===== config.mk =====
export PLATFORM = sky130hd
export DESIGN_NAME = mem_arbiter
export DESIGN_NICKNAME = d
export VERILOG_FILES = /design/src/rtl/mem_arbiter.sv
export SDC_FILE = /design/constraint.sdc
export NUM_CORES = 1
export LEC_CHECK = 0
export ABC_CLOCK_PERIOD_IN_PS = 2300
export BUFFER_PORTS_ARGS = -buffer_cell sky130_fd_sc_hd__buf_2
export CORE_AREA = 2 2 337 339
export DETAILED_ROUTE_END_ITERATION = 7
export DIE_AREA = 0 0 339 341
export PLACE_DENSITY_LB_ADDON = 0.25
export SYNTH_ARGS = -nofsm -noshare
export SYNTH_HDL_FRONTEND = slang
export SYNTH_SLANG_ARGS = --single-unit

===== constraint.sdc =====
create_clock -name clk -period 2.3 [get_ports clk]
set_clock_uncertainty 0.15 [all_clocks]
set_input_delay 0.115 -clock clk [delete_from_list [all_inputs] [get_ports clk]]
set_output_delay 0.115 -clock clk [all_outputs]
set_load 0.01 [all_outputs]

===== src/rtl/mem_arbiter.sv =====
// Two-master (I-cache, D-cache) to one main-memory port arbiter with registered memory command.
// Define ARB_ROUND_ROBIN_EN for round-robin tie breaking; default is fixed D-cache priority.
module mem_arbiter #(
  parameter int unsigned ADDR_W = 28,
  parameter int unsigned DATA_W = 128
) (
  input  logic              clk,
  input  logic              proc_reset_n,
  input  logic              ic_read,
  input  logic              ic_write,
  input  logic [ADDR_W-1:0] ic_addr,
  input  logic [DATA_W-1:0] ic_wdata,
  output logic              ic_ready,
  output logic [DATA_W-1:0] ic_rdata,
  input  logic              dc_read,
  input  logic              dc_write,
  input  logic [ADDR_W-1:0] dc_addr,
  input  logic [DATA_W-1:0] dc_wdata,
  output logic              dc_ready,
  output logic [DATA_W-1:0] dc_rdata,
  output logic              mem_read,
  output logic              mem_write,
  output logic [ADDR_W-1:0] mem_addr,
  output logic [DATA_W-1:0] mem_wdata,
  input  logic [DATA_W-1:0] mem_rdata,
  input  logic              mem_ready
);

  typedef enum logic [1:0] {
    S_IDLE    = 2'd0,
    S_GRANT_I = 2'd1,
    S_GRANT_D = 2'd2,
    S_RELEASE = 2'd3
  } state_e;

  state_e              state_q, state_d;
  logic                mem_read_q, mem_read_d;
  logic                mem_write_q, mem_write_d;
  logic [ADDR_W-1:0]   mem_addr_q, mem_addr_d;
  logic [DATA_W-1:0]   mem_wdata_q, mem_wdata_d;
  logic                ic_valid_c, dc_valid_c, pick_dc_c;
`ifdef ARB_ROUND_ROBIN_EN
  logic                rr_last_dc_q, rr_last_dc_d;
`endif

  // Arbitration: a requester is valid on read or write; pick_dc_c decides ties.
  always_comb begin
    ic_valid_c = ic_read | ic_write;
    dc_valid_c = dc_read | dc_write;
`ifdef ARB_ROUND_ROBIN_EN
    pick_dc_c  = dc_valid_c & (~ic_valid_c | ~rr_last_dc_q);
`else
    pick_dc_c  = dc_valid_c;
`endif
  end

  // Next-state and memory command latch.
  always_comb begin
    state_d     = state_q;
    mem_read_d  = mem_read_q;
    mem_write_d = mem_write_q;
    mem_addr_d  = mem_addr_q;
    mem_wdata_d = mem_wdata_q;
`ifdef ARB_ROUND_ROBIN_EN
    rr_last_dc_d = rr_last_dc_q;
`endif
    case (state_q)
      S_IDLE: begin
        if (ic_valid_c || dc_valid_c) begin
          if (pick_dc_c) begin
            // Write wins over read when both are raised (write-back first).
            mem_write_d = dc_write;
            mem_read_d  = ~dc_write;
            mem_addr_d  = dc_addr;
            mem_wdata_d = dc_wdata;
            state_d     = S_GRANT_D;
`ifdef ARB_ROUND_ROBIN_EN
            rr_last_dc_d = 1'b1;
`endif
          end else begin
            mem_write_d = ic_write;
            mem_read_d  = ~ic_write;
            mem_addr_d  = ic_addr;
            mem_wdata_d = ic_wdata;
            state_d     = S_GRANT_I;
`ifdef ARB_ROUND_ROBIN_EN
            rr_last_dc_d = 1'b0;
`endif
          end
        end
      end
      S_GRANT_I, S_GRANT_D: begin
        if (mem_ready) begin
          mem_read_d  = 1'b0;
          mem_write_d = 1'b0;
          state_d     = S_RELEASE;
        end
      end
      S_RELEASE: state_d = S_IDLE;
      default:   state_d = S_IDLE;
    endcase
  end

  always_ff @(posedge clk or negedge proc_reset_n) begin
    if (!proc_reset_n) begin
      state_q     <= S_IDLE;
      mem_read_q  <= 1'b0;
      mem_write_q <= 1'b0;
      mem_addr_q  <= '0;
      mem_wdata_q <= '0;
`ifdef ARB_ROUND_ROBIN_EN
      rr_last_dc_q <= 1'b0;
`endif
    end else begin
      state_q     <= state_d;
      mem_read_q  <= mem_read_d;
      mem_write_q <= mem_write_d;
      mem_addr_q  <= mem_addr_d;
      mem_wdata_q <= mem_wdata_d;
`ifdef ARB_ROUND_ROBIN_EN
      rr_last_dc_q <= rr_last_dc_d;
`endif
    end
  end

  // Completion is routed combinationally so the cache sees it in the mem_ready cycle.
  assign ic_ready  = (state_q == S_GRANT_I) & mem_ready;
  assign dc_ready  = (state_q == S_GRANT_D) & mem_ready;
  assign ic_rdata  = mem_rdata;
  assign dc_rdata  = mem_rdata;
  assign mem_read  = mem_read_q;
  assign mem_write = mem_write_q;
  assign mem_addr  = mem_addr_q;
  assign mem_wdata = mem_wdata_q;

endmodule

After elaboration in Yosys (flattened, before gate mapping)
Cells that the tools add are included.
{ "totals": {"register_bits": 160, "wordCells": 36, "out_inout_bits": 416, "input_bits": 447} }
{ "op_classes": {"n_mux": 13, "n_eq_ne": 5, "bitwise": 6, "n_reduce_logical": 7} }
{ "ops": {"columns": ["operator", "n"], "rows": [
  ["two-way mux 128 bit", 1],
  ["two-way mux 28 bit", 1],
  ["two-way mux 2 bit", 3],
  ["one-hot mux 2 bit (3 select lines)", 1],
  ["two-way mux 1 bit", 5],
  ["== test 2 bit (second input constant)", 2],
  ["!= test 2 bit (second input constant)", 2],
  ["one-hot mux 1 bit (2 select lines)", 2],
  ["AND reduction 2 bit", 2],
  ["AND reduction 3 bit", 1],
  ["bitwise AND 1 bit", 2],
  ["== test 2 x 1 -> 1 bit (second input constant)", 1],
  ["zero test 2 bit", 1],
  ["inverter 1 bit", 2],
  ["bitwise OR 1 bit", 2],
  ["nonzero test 2 bit", 1],
  ["OR reduction 2 bit", 1],
  ["logical OR 1 bit", 1]
]} }

Longest topological paths before layout
{ "depth": {"ltp_word": 4, "ltp_mapped": 8, "ltp_nobuf": 5} }

Worst setup path before layout
OpenSTA, ideal clock, no wires.
{ "synth_path": {"path_type": "register to register", "startpoint": "reg state_q[0]", "endpoint": "reg mem_wdata_q[80], in the netlist mem_wdata[80]", "path_slack_ps": 573, "path_buffers": 3, "synth_period_minus_slack_ps": 1727, "required_time_ps": 2022, "stages_incl_launch_ff": 9, "setup_time_ps": 128, "arrival_time_ps": 1449, "path_cell_list": "dfrtp_1 -> inv_1 -> ha_1 -> o41ai_4 -> buf_4 -> buf_6 -> buf_6 -> nand2_1 -> o21ai_0"} }
{ "synth_between": {"elab_chain_cells": 2} }
{ "synth_lines": {"columns": ["item", "line_no", "rtl"], "rows": [
  ["start: declaration", "36", "state_e state_q, state_d;"],
  ["start signal: assignment", "115", "state_q <= state_d;"],
  ["zero test 2 bit", "67", "case (state_q)"],
  ["AND reduction 2 bit (no line)", null, null],
  ["end signal: assignment", "119", "mem_wdata_q <= mem_wdata_d;"],
  ["end: declaration", "40", "logic [DATA_W-1:0] mem_wdata_q, mem_wdata_d;"]
]} }
Every way passes these cells.
A chain may end at the register's enable or synchronous reset.

Worst setup path after layout
{ "layout_path": {"startpoint": "in dc_write", "endpoint": "reg state_q[1]"} }
{ "layout_between": {"elab_chain_cells": 4, "elab_cells_between_ends": 7, "cone_classes": "eq/ne: 1; mux: 3; bitwise: 1; reduce/logical: 2"} }
{ "layout_lines": {"columns": ["item", "line_no", "rtl"], "rows": [
  ["start: declaration", "16", "input logic dc_write,"],
  ["bitwise OR 1 bit (*)", "49", "dc_valid_c = dc_read | dc_write;"],
  ["two-way mux 2 bit or logical OR 1 bit (tied branches)", "70, 69", null],
  ["two-way mux 2 bit or != test 2 bit (tied branches)", null, null],
  ["one-hot mux 2 bit (3 select lines) or AND reduction 2 bit (tied branches)", null, null]
]} }
Mark *: on every way between the ends. The rest lies on a longest branch, timed or not. The select of a mux whose other input is x is not followed.

==> metrics.yaml <==
critical_path:
  rrSetupSlack_ps: 150
  reg2reg_depth: 6
  critPathBufInv: 4
  crit_family: "buffers and inverters"
  worstReg2RegEnd: "state_q[1]"
  crit-reg2reg-launch: "state_q[0]"
  crit_fanout: 6
  crit_path_top_delay_cell: "dlygate4sd3_1"
  startpoint: "dc_write"
  crit_path_frequent_cell: "dlygate4sd3_1"
  slowest_delay_ps: 630
  cp_num_cells: 7
  cp.required_ps: 2570
  endpoint_kind: "flop"
  arrival_ps: 2600
  start_kind: "input pin"
  cp_cell_sequence: "dlygate4sd3_1 > buf_2 > nor4_2 > dlygate4sd3_1 > nand2_1 > a2bb2oi_1 > dlygate4sd3_1"
  path_class: "input pin to flop"
pwr:
  power_leakage_nw: 7.08
  p_int_mw: 8.84
  pwr-share-seq_pct: 34.2
  powerDensity_nw_per_um2: 918
  p_comb_share_pct: 44.3
  power.net_switching_mw: 5.61
  total_power_mw: 14.4
  ir_drop_mv: 0.476
  clkPwrFrac_pct: 21.6
  switching_share_pct: 38.8
drt:
  drt_wl_total_um: 36100
  antenna_left: 0
  drt-pass1-iter-count: 4
  drtIter0Drc: 155
  dr_total_vias: 8329
  viasPerCell: 2.75
  wl_per_cell_um: 11.9
  drc: 0
global_route:
  grt_max_degree: 61
  grt_use_met2_pct: 10.4
  grt_pass1_vias: 9053
  grt_use_total_pct: 6.15
  busiest_layer: "met2"
  grt_pass1_wl_um: 52900
  met1_usage_pct: 6.04
  overflow: 0
  met3_usage_pct: 2.37
  grt_antenna_before_repair: 4
synth:
  synth_area_um2: 9400
  ys_seq_area_share_pct: 42.6
  ys_warn_count: 0
  syn_nets: 1418
  ys_ff_latch: 160
  syn_area_per_cell_um2: 9.72
  synthDistinctLibCells: 23
  netlist_instances: 967
sta:
  period_share_pct: 101
  setup_tns_ps: -27.7
  finalCriticalPeriod_ps: 2330
  setup_violations: 1
  whs_ps: 80.0
  slew_viol_final: 0
  max_freq_ghz: 0.430
  worst_slack_ps: -27.7
  tightest_slew_ps: 437
  hold_violations: 0
  slew-limit-headroom_pct: 70.7
cells_and_area:
  layout.nets: 1969
  area_growth_pct: 67.4
  antenna_cells: 0
  drive_gt1_share_pct: 35.8
  fin_area_um2: 15700
  fin_cells: 3030
outcome:
  status: "complete, but fails checks"
  failed_checks: "negative setup slack"
floorplanning:
  rows: 123
  start_util_pct: 8.40
  ioPinCount: 863
  dieArea_um2: 116000
  die_w_um: 339
  core_area_um2: 112000
  fp.dieH_um: 341
worst_hold_path:
  worstHoldStart: "mem_rdata[119]"
  hold_end: "dc_rdata[119]"
  hold_path_depth: 0
  hp-class: "input pin to output port"
place:
  dpl.hpwl_um: 26400
  gp_congestion: 0.694
  dpl_cell_area_um2: 11900
  post-place-cells: 2674
  buffer_ports.inserted: 478
clock_network:
  clk_path_buf_depth: 2
  htreeDepth: 4
  cts_sinks: 160
  root_buffer: "clkbuf_16"
  clk_pin_slew_ps: 70
  numCtsBuffers: 17
  cts_tree: "done"
  clock_latency_ps: 480
flow_run:
  drv_cap: 0
-- power groups by stage --
stage	sequential (mW)	combinational, mW	clock [mW]
after detailed placement	4.98	6.04	0
after global placement	4.99	6.06	0
after global routing	5.13	7.24	3.44
final	4.94	6.40	3.12
after CTS	4.97	6.56	3.38
after floorplan	5.60	3.05	0
-- timing repair --
| item | in CTS | in global routing |
|---|---|---|
| hold buffers | 323 | 0 |
| hold endpoints to repair | 320 | 0 |
| setup endpoints to repair | 0 | 2 |
| gates resized for setup | 0 | 1 |
| setup buffers | 0 | 1 |
-- registers in the layout (all words and copies together), names as in the netlist --
| name | count |
|---|---|
| state_q | 2 |
| mem_addr | 28 |
| mem_read | 1 |
| mem_wdata | 128 |
| mem_write | 1 |
-- cell usage after synthesis --
cell         n  area (um2)
buf_4      258        1940
dfrtp_1    160        4000
mux2i_1    157        1570
nand2_1    157         589
o21ai_0     81         405
o21ai_1     77         385
buf_2       32         160
buf_6        9         101
clkbuf_1     4        15.0
clkbuf_2     4        20.0
ha_1         4        50.1
inv_1        4        15.0
a21oi_1      3        15.0
nor2_1       3        11.3
nor2b_1      3        18.8
a2bb2oi_1    2        17.5
and2_1       2        12.5
nor3b_1      2        15.0
a21boi_0     1        7.51
nor4_1       1        6.26
o21a_1       1        7.51
o32ai_1      1        8.76
o41ai_4      1        27.5
-- cell type report --
type / instances / area [um2]
clock inverters: 9 / 134
flip-flops and latches: 160 / 4000
clock buffers: 22 / 454
inverters: 4 / 15.0
repair buffers: 839 / 6090
multi-input cells: 496 / 3160
fillers: 12800 / 96100
well taps: 1500 / 1880
-- worst max path at each step --
stage	slack [ps]	to
final	-30	state_q[1]
after global placement	360	mem_wdata[44]
after floorplan	570	mem_wdata[80]
after global routing	-30	state_q[1]
after detailed placement	350	mem_wdata[43]
after CTS	40	state_q[1]
-- worst register-to-register path, delay by kind of cell (launching register included) --
kind / cells / cell delay, ps
DFF: 1 / 370
AOI/OAI and AO/OA: 2 / 410
adders and majority gates: 1 / 370
and+or+nand+nor: 1 / 150
buffers and inverters: 2 / 640
-- cells by family after synthesis --
| kind of cell | share of synthesized area, % |
|---|---|
| adders and majority gates | 0.532 |
| buffers and inverters | 23.9 |
| AOI/OAI and AO/OA | 9.30 |
| and+or+nand+nor | 6.95 |
| DFF | 42.6 |
| muxes | 16.7 |
-- layout by cell type (no fill, tap or decap), types with 3 or more instances in the layout --
cell	Yosys	routed
inv_1	4	4
clkbuf_1	4	4
bufinv_16	0	3
clkbuf_16	0	18
o21ai_1	77	77
nor2b_1	3	3
dfrtp_1	160	160
nand2_1	157	157
dlygate4sd3_1	0	322
mux2i_1	157	157
ha_1	4	4
buf_2	32	477
a21oi_1	3	3
o21ai_0	81	81
buf_4	258	26
buf_12	0	11
-- metal layers --
layer	up-vias	part of all wire (%)
met2	379	49
li1	4075	-
met4	2	6.2
met3	150	8.3
met5	-	0.036
met1	3723	37
-- through the flow --
step	worst slack [ps]	util [%]
5_1_grt	-33.9	14.1
2_1_floorplan	573	-
3_5_place_dp	353	10.6
6_report	-27.7	14.1
3_3_place_gp	357	10.6
4_1_cts	35.1	14.0
No activity file was read; power rests on OpenSTA's default activity.
